<file path="src/rtl/pixel_packer.sv">
`default_nettype none
// ============================================================================
// pixel_packer
// Packs the 8-bit downsampled pixel stream into 256-bit DMEM words and
// captures exactly one complete frame per CPU request.
// Revision: 1.0
// ============================================================================
module pixel_packer #(
    parameter int PIX_W     = 8,
    parameter int WORD_PIX  = 32,
    parameter int FRAME_PIX = 784,
    parameter int ADDR_W    = 7,
    parameter int BASE_ADDR = 0
) (
    input  logic                      iCLK,
    input  logic                      iRST,
    input  logic                      iENABLE,
    input  logic                      iFVAL,
    input  logic                      iDVAL,
    input  logic [PIX_W-1:0]          iDATA,
    output logic                      oWREN,
    output logic [ADDR_W-1:0]         oADDR,
    output logic [PIX_W*WORD_PIX-1:0] oDATA,
    output logic                      oBUSY,
    output logic                      oDONE
);

    localparam int WORD_W    = PIX_W * WORD_PIX;
    localparam int LANE_W    = $clog2(WORD_PIX);
    localparam int CNT_W     = $clog2(FRAME_PIX + 1);
    localparam int NUM_WORDS = (FRAME_PIX + WORD_PIX - 1) / WORD_PIX;

    localparam logic [LANE_W-1:0] LAST_LANE  = LANE_W'(WORD_PIX - 1);
    localparam logic [CNT_W-1:0]  LAST_PIX   = CNT_W'(FRAME_PIX - 1);
    localparam logic [CNT_W-1:0]  FRAME_CNT  = CNT_W'(FRAME_PIX);
    localparam logic [ADDR_W-1:0] FIRST_ADDR = ADDR_W'(BASE_ADDR);
    localparam logic [ADDR_W-1:0] LAST_ADDR  = ADDR_W'(BASE_ADDR + NUM_WORDS - 1);

    localparam logic [2:0] S_IDLE     = 3'd0;
    localparam logic [2:0] S_ARM      = 3'd1;
    localparam logic [2:0] S_WAIT_SOF = 3'd2;
    localparam logic [2:0] S_CAPTURE  = 3'd3;
    localparam logic [2:0] S_DONE     = 3'd4;

    logic [2:0]        state;
    logic [2:0]        next_state;
    logic [WORD_W-1:0] acc;
    logic [WORD_W-1:0] acc_next;
    logic [LANE_W-1:0] lane;
    logic [CNT_W-1:0]  pix_cnt;
    logic              accept;
    logic              last_pix;
    logic              word_done;
    logic              frame_full;
    logic              sof_entry;
    logic              wren_next;
    logic              busy_next;
    logic              done_next;

    // Dropping iENABLE blocks acceptance, which also suppresses any write
    // that the same pixel would have scheduled.
    assign frame_full = (pix_cnt == FRAME_CNT);
    assign accept     = (state == S_CAPTURE) && iENABLE && iDVAL && !frame_full;
    assign last_pix   = accept && (pix_cnt == LAST_PIX);
    assign word_done  = accept && ((lane == LAST_LANE) || (pix_cnt == LAST_PIX));
    assign sof_entry  = (next_state == S_WAIT_SOF) && (state != S_WAIT_SOF);

    always_comb begin
        acc_next = acc;
        acc_next[lane*PIX_W +: PIX_W] = iDATA;
    end

    always_ff @(posedge iCLK) begin
        if (iRST) begin
            state <= S_IDLE;
        end else begin
            state <= next_state;
        end
    end

    always_comb begin
        next_state = state;
        case (state)
            S_IDLE: begin
                if (iENABLE) next_state = S_ARM;
            end
            S_ARM: begin
                if (!iENABLE)    next_state = S_IDLE;
                else if (!iFVAL) next_state = S_WAIT_SOF;
            end
            S_WAIT_SOF: begin
                if (!iENABLE)   next_state = S_IDLE;
                else if (iFVAL) next_state = S_CAPTURE;
            end
            S_CAPTURE: begin
                if (!iENABLE)                 next_state = S_IDLE;
                else if (frame_full)          next_state = S_DONE;
                else if (!iFVAL && !last_pix) next_state = S_WAIT_SOF;
            end
            S_DONE: begin
                if (!iENABLE) next_state = S_IDLE;
            end
            default: next_state = S_IDLE;
        endcase
    end

    // A word completed on the edge where the frame is cut short is discarded.
    always_comb begin
        busy_next = (state == S_ARM) || (state == S_WAIT_SOF) || (state == S_CAPTURE);
        done_next = (state == S_DONE);
        wren_next = word_done && (iFVAL || last_pix);
    end

    always_ff @(posedge iCLK) begin
        if (iRST) begin
            acc     <= '0;
            lane    <= '0;
            pix_cnt <= '0;
            oWREN   <= 1'b0;
            oADDR   <= FIRST_ADDR;
            oDATA   <= '0;
            oBUSY   <= 1'b0;
            oDONE   <= 1'b0;
        end else begin
            oWREN <= wren_next;
            oBUSY <= busy_next;
            oDONE <= done_next;

            if ((state == S_IDLE) || sof_entry) begin
                acc     <= '0;
                lane    <= '0;
                pix_cnt <= '0;
            end else if (accept) begin
                pix_cnt <= pix_cnt + 1'b1;
                lane    <= (lane == LAST_LANE) ? '0 : lane + 1'b1;
                if (word_done) begin
                    oDATA <= acc_next;
                    acc   <= '0;
                end else begin
                    acc <= acc_next;
                end
            end

            // Address advances as each write pulse ends, saturating at the last word.
            if (sof_entry) begin
                oADDR <= FIRST_ADDR;
            end else if (oWREN && (oADDR != LAST_ADDR)) begin
                oADDR <= oADDR + 1'b1;
            end
        end
    end

endmodule
`default_nettype wire

</file>
<file path="config.mk">
export PLATFORM = sky130hd
export DESIGN_NAME = pixel_packer
export DESIGN_NICKNAME = d
export VERILOG_FILES = /design/src/rtl/pixel_packer.sv
export SDC_FILE = /design/constraint.sdc
export NUM_CORES = 1
export LEC_CHECK = 0
export BUFFER_PORTS_ARGS = -buffer_cell sky130_fd_sc_hd__buf_2
export CORE_MARGIN = 3
export CORE_UTILIZATION = 31
export DETAILED_ROUTE_END_ITERATION = 8
export GPL_TIMING_DRIVEN = 0
export SLEW_MARGIN = 20
export SYNTH_ARGS = -nofsm -noshare
export SYNTH_HDL_FRONTEND = slang
export SYNTH_SLANG_ARGS = --single-unit
</file>
<file path="constraint.sdc">
create_clock -name iCLK -period 8 [get_ports iCLK]
set_input_delay 0.8 -clock iCLK [delete_from_list [all_inputs] [get_ports iCLK]]
set_output_delay 0.8 -clock iCLK [all_outputs]
set_load 0.01 [all_outputs]
</file>
After elaboration in Yosys (flattened, before gate mapping):

Cells that the tools add are included.

* RAM bits: 0
* input bits: 13
* latch bits: 0
* register bits after elaboration: 540
* memories: 0
* logic and storage cells: 60
* output and inout bits: 266
* ROM bits: 0

* $lt $le $gt $ge: 0
* multiplexer cells: 13
* add/subtract/negate cells: 4
* reduce and logical (&&, ||, !) cells: 21
* eq/ne operators: 10
* multipliers: 0
* bitwise logic cells: 1
* shifts and indexed selects: 2
* divide/modulo/power cells: 0

Operators by type and width (count)
* bitwise mux 256 bit: 1
* two-way mux 256 bit: 1
* variable shift 8 x 34 -> 256 bit, first input constant: 1
* indexed part select 8 x 34 -> 256 bit: 1
* negator 8 -> 34 bit: 1
* two-way mux 3 bit: 9
* equality test 10 bit, second input constant: 2
* case mux 3 bit (5 select lines): 1
* adder 10 x 1 -> 10 bit, second input constant: 1
* equality test 3 x 2 -> 1 bit, second input constant: 3
* logical AND 1 bit: 9
* adder 7 x 1 -> 7 bit, second input constant: 1
* != test 7 x 5 -> 1 bit, second input constant: 1
* adder 5 x 1 -> 5 bit, second input constant: 1
* equality test 5 bit, second input constant: 1
* logical OR 1 bit: 5
* two-way mux 5 bit: 1
* OR reduction 2 bit: 2
* equality test 3 x 1 -> 1 bit, second input constant: 1
* equality test 3 bit, second input constant: 1
* logical NOT 1 bit: 3
* logical NOT 3 bit: 1
* != test 3 x 2 -> 1 bit, second input constant: 1
* AND reduction 3 bit: 1
* inverter 1 bit: 1

Depth between registers and ports, before layout:

* word-level depth: 16
* gate-level depth with buffers: 15
* mapped depth without buffers: 11

Least setup slack after synthesis:

No wires, ideal clock.

* kind: reg2reg
* from: reg lane[0]
* to: reg oDATA[134]
* arrival: 2.981 ns
* period minus slack after synthesis: 3.066 ns
* required time: 7.914 ns
* path buffers: 3
* stages on the path, launching flop included: 15
* path slack: 4.934 ns
* cells stage by stage: dfxtp_1 > buf_2 > buf_2 > inv_1 > ha_1 > nand2b_1 > nor2_1 > ha_1 > nand4bb_1 > mux2i_4 > nand3_1 > clkbuf_1 > nor2_1 > a21oi_1 > a211oi_1

* cells in the longest elaborated chain, start to end: 4
* elaborated cells on any way between the ends: 8

RTL lines
* from (decl): RTL line 49 `logic [LANE_W-1:0] lane;`
* from (signal assigned): RTL line 135 `lane <= (lane == LAST_LANE) ? '0 : lane + 1'b1;`
* parallel branches: the longest is 4 deep, another holds negator 8 -> 34 bit
* to (signal assigned): RTL line 137 `oDATA <= acc_next;`
* to (decl): RTL line 23 `output logic [PIX_W*WORD_PIX-1:0] oDATA,`

Parallel ways; which one is timed is not known.
A chain may end at the register's enable or synchronous reset.

Final worst setup path:

* from: reg lane[0]
* to: reg oDATA[232]

The elaborated chain is that of the path after synthesis.

==> run_results.csv <==
group,metric,value,unit
run_status,outcome,"completed",
final_layout,fin_cells,3756,
sta,finClkSkew,19.4,ps
sta,hold_ws,452,ps
critical_path,critical_path_class,"reg -> reg",
drt,via_per_inst,5.32,
floorplanning,dieArea,0.0730,sq mm
critical_path,crit_fanout,10,
critical_path,r2r_start,"lane[0]",
yosys,synthTopCellsByArea,"dfxtp_1 (50%), a211oi_1 (8.0%), nor2_1 (8.0%)",
yosys,synth-edff-count,0,
drt,vias,20000,
drt,drtIter0Drc,1995,
critical_path,cp_num_cells,14,
critical_path,cp.arrival,4530,ps
global_route,overflow,0,
global_route,first_global_vias,18400,
yosys,ys_warn_count,0,
clock_tree,clock_path_buffers,3,
clock_tree,h-tree-depth,2,
drt,first_pass_iters,6,
clock_tree,cts_hold_buf,0,
sta,period_minus_slack,4050,ps
sta,setup-tns-final,0,ps
power_and_ir_drop,p_leak,9.35,nW
place,dpl.hpwl,61300,um
yosys,yosysTopAreaCellShare,50.0,%
critical_path,worstSetupEndpointType,"register",
yosys,synth_top_family_by_area,"compound AO/OA/AOI/OAI gates",
min_path,worstHoldStart,"acc[154]",
critical_path,slowest_stage,"a21oi_1",
sta,rsz0062_at_grt,"false",
yosys,synthAdderAreaFrac,0.463,%
yosys,synthMuxAreaShare,3.07,%
critical_path,cp_common_cell,"buf_2",
global_route,grt_util_all_layers,21.9,%
clock_tree,cts_root_buf,"clkbuf_16",
floorplanning,die_w,270,um
clock_tree,numCtsBuffers,56,
clock_tree,cts_tree,"yes",
yosys,syn_inst,2452,
yosys,yosysTopAreaCell,"dfxtp_1",
sta,min_period_over_period,50.6,%
clock_tree,ctsResizeCount,0,
final_layout,drive_above_1_share,18.1,%
sta,slew_headroom,19.0,%
sta,slew_violations,0,
final_layout,fin_area,0.0260,sq mm
place,dp.cells,3657,
yosys,ys.flop_type,"dfxtp_1",
place,portBuffers,274,
critical_path,critical_path_buf_inv_count,5,
clock_tree,clkLatencyLatePin,630,ps
power_and_ir_drop,power_density,210,mW/mm^2
yosys,ys_ff_latch,540,
yosys,synthArstFlopShare,0,%
min_path,min_path_cells,1,
critical_path,critPathLaunch,"lane[0]",
critical_path,worst_ep_required_time,8480,ps
yosys,ys_seq_area_share,50.0,%
floorplanning,ios,279,
sta,finalHoldViolCount,0,
yosys,synth_xor_area_share,0.682,%
critical_path,critPathTopFamily,"buffers and inverters",
floorplanning,coreArea,0.0688,sq mm
yosys,synthSimpleGateAreaFrac,18.0,%
final_layout,area_growth,20.1,%
yosys,synthTopCellsByCount,"dfxtp_1 (540), nor2_1 (460), a211oi_1 (230)",
global_route,grt_antenna_before_repair,9,
place,routabilityCongestion,0.920,
sta,fmax,247,MHz
yosys,syn_area,0.0216,sq mm
critical_path,worstSetupStartpointType,"register",
critical_path,path_cells,"buf_2 -> buf_2 -> inv_1 -> ha_1 -> nand2b_1 -> nor2_1 -> ha_1 -> nor4b_1 -> mux2_2 -> buf_2 -> nand3_2 -> buf_2 -> a21oi_1 -> a211oi_1",
drt,finalWirelength,83500,um
clock_tree,clk_pin_slew_worst_paths,60,ps
critical_path,critical-path-max-stage-delay,520,ps
drt,route.detailed.wl_per_inst,22.2,um
final_layout,nets,2805,
yosys,synth-compound-area-share,23.5,%
job,cap_violations,0,
floorplanning,rows,96,
yosys,syn-num-nets,2473,
sta,tightestPinTransition,1210,ps
global_route,grt_start_max_net_pins,16,
yosys,ys_types,79,
floorplanning,initial_core_util,31.4,%
place,placed_area,0.0242,sq mm
power_and_ir_drop,ir_drop,0.149,mV
floorplanning,die_y,270,um
critical_path,r2r_cells,14,
clock_tree,cts_setup_buffers,0,
drt,ant_nets,0,
min_path,hold_class,"reg -> reg",
sta,setup_viol_count_final,0,
yosys,synth_most_common_cell,"dfxtp_1",
global_route,grt_pass1_wl,122000,um
drt,drt_drc_violations_left,0,
yosys,syn_avg_cell_area,8.83,sq um
clock_tree,clock_sinks,540,
-- sequential cells by signal, indices dropped and copies added (netlist names) --
register,cells
acc,256
lane,5
oADDR,7
oBUSY,1
oDATA,256
oDONE,1
oWREN,1
pix_cnt,10
state,3
-- layout by cell type (no fill, tap or decap), types with 63 or more instances in the layout --
cell and instances:
a211oi_1 230, a21oi_1 205, buf_2 356, clkbuf_1 104, dfxtp_1 540, mux2i_1 63
nand2_1 105, nand3_1 144, nor2_1 460, o21ai_0 132, o2bb2ai_1 72
-- worst register-to-register path, cell delays in order (launching register included) --
cell,delay (ps)
dfxtp_1,340
buf_2,220
buf_2,290
inv_1,140
ha_1,310
nand2b_1,220
nor2_1,70
ha_1,370
nor4b_1,280
mux2_2,200
buf_2,290
nand3_2,250
buf_2,270
a21oi_1,520
a211oi_1,160
-- area by class of cell --
class	count	area [sq um]
diodes	2	5.00
plain buffers	196	897
clock buffers	79	1570
clock inverters	18	249
fillers	7140	42800
inverters	11	41.3
multi-input cells	1705	9890
flip-flops and latches	540	10800
well taps	931	1160
repair buffers	274	1370
-- routing by layer --
layer	global-route usage [%]	wire length [um]	vias to the layer above
met5	0	84	-
met4	8.67	3500	12
met3	5.56	6930	194
met2	33.2	36200	776
met1	29.8	36800	9536
li1	-	-	9472
-- metrics by stage --
step | worst slack, ps | utilization [%] | total power [mW]
after floorplan | 4930 | - | 2.81
after global placement | 4150 | 35.1 | 2.86
after detailed placement | 4090 | 35.1 | 2.86
after CTS | 4080 | 37.8 | 5.49
after global routing | 3750 | 37.8 | 5.60
final | 3950 | 37.8 | 5.45
-- final timing paths --
| check | end | slack [ps] |
|---|---|---|
| setup / recovery | oDATA[232] | 3950 |
| hold / removal | acc[154] | 450 |
| setup reg to reg | oDATA[232] | 3950 |
| hold reg to reg | acc[154] | 450 |
-- where the power goes --
group          total, mW  switching, mW  internal, mW
registers           2.69       0.000843          2.69
logic              0.112         0.0941        0.0177
clock network       2.65           1.13          1.52
-- logic make-up after synthesis --
family                     after synthesis
xor gates and xnor gates                16
and+or+nand+nor                        856
buffers and inverters                  207
DFF                                    540
adders and majority gates                8
muxes                                   65
AOI/OAI and AO/OA                      760
(Power assumes the default switching activity.)
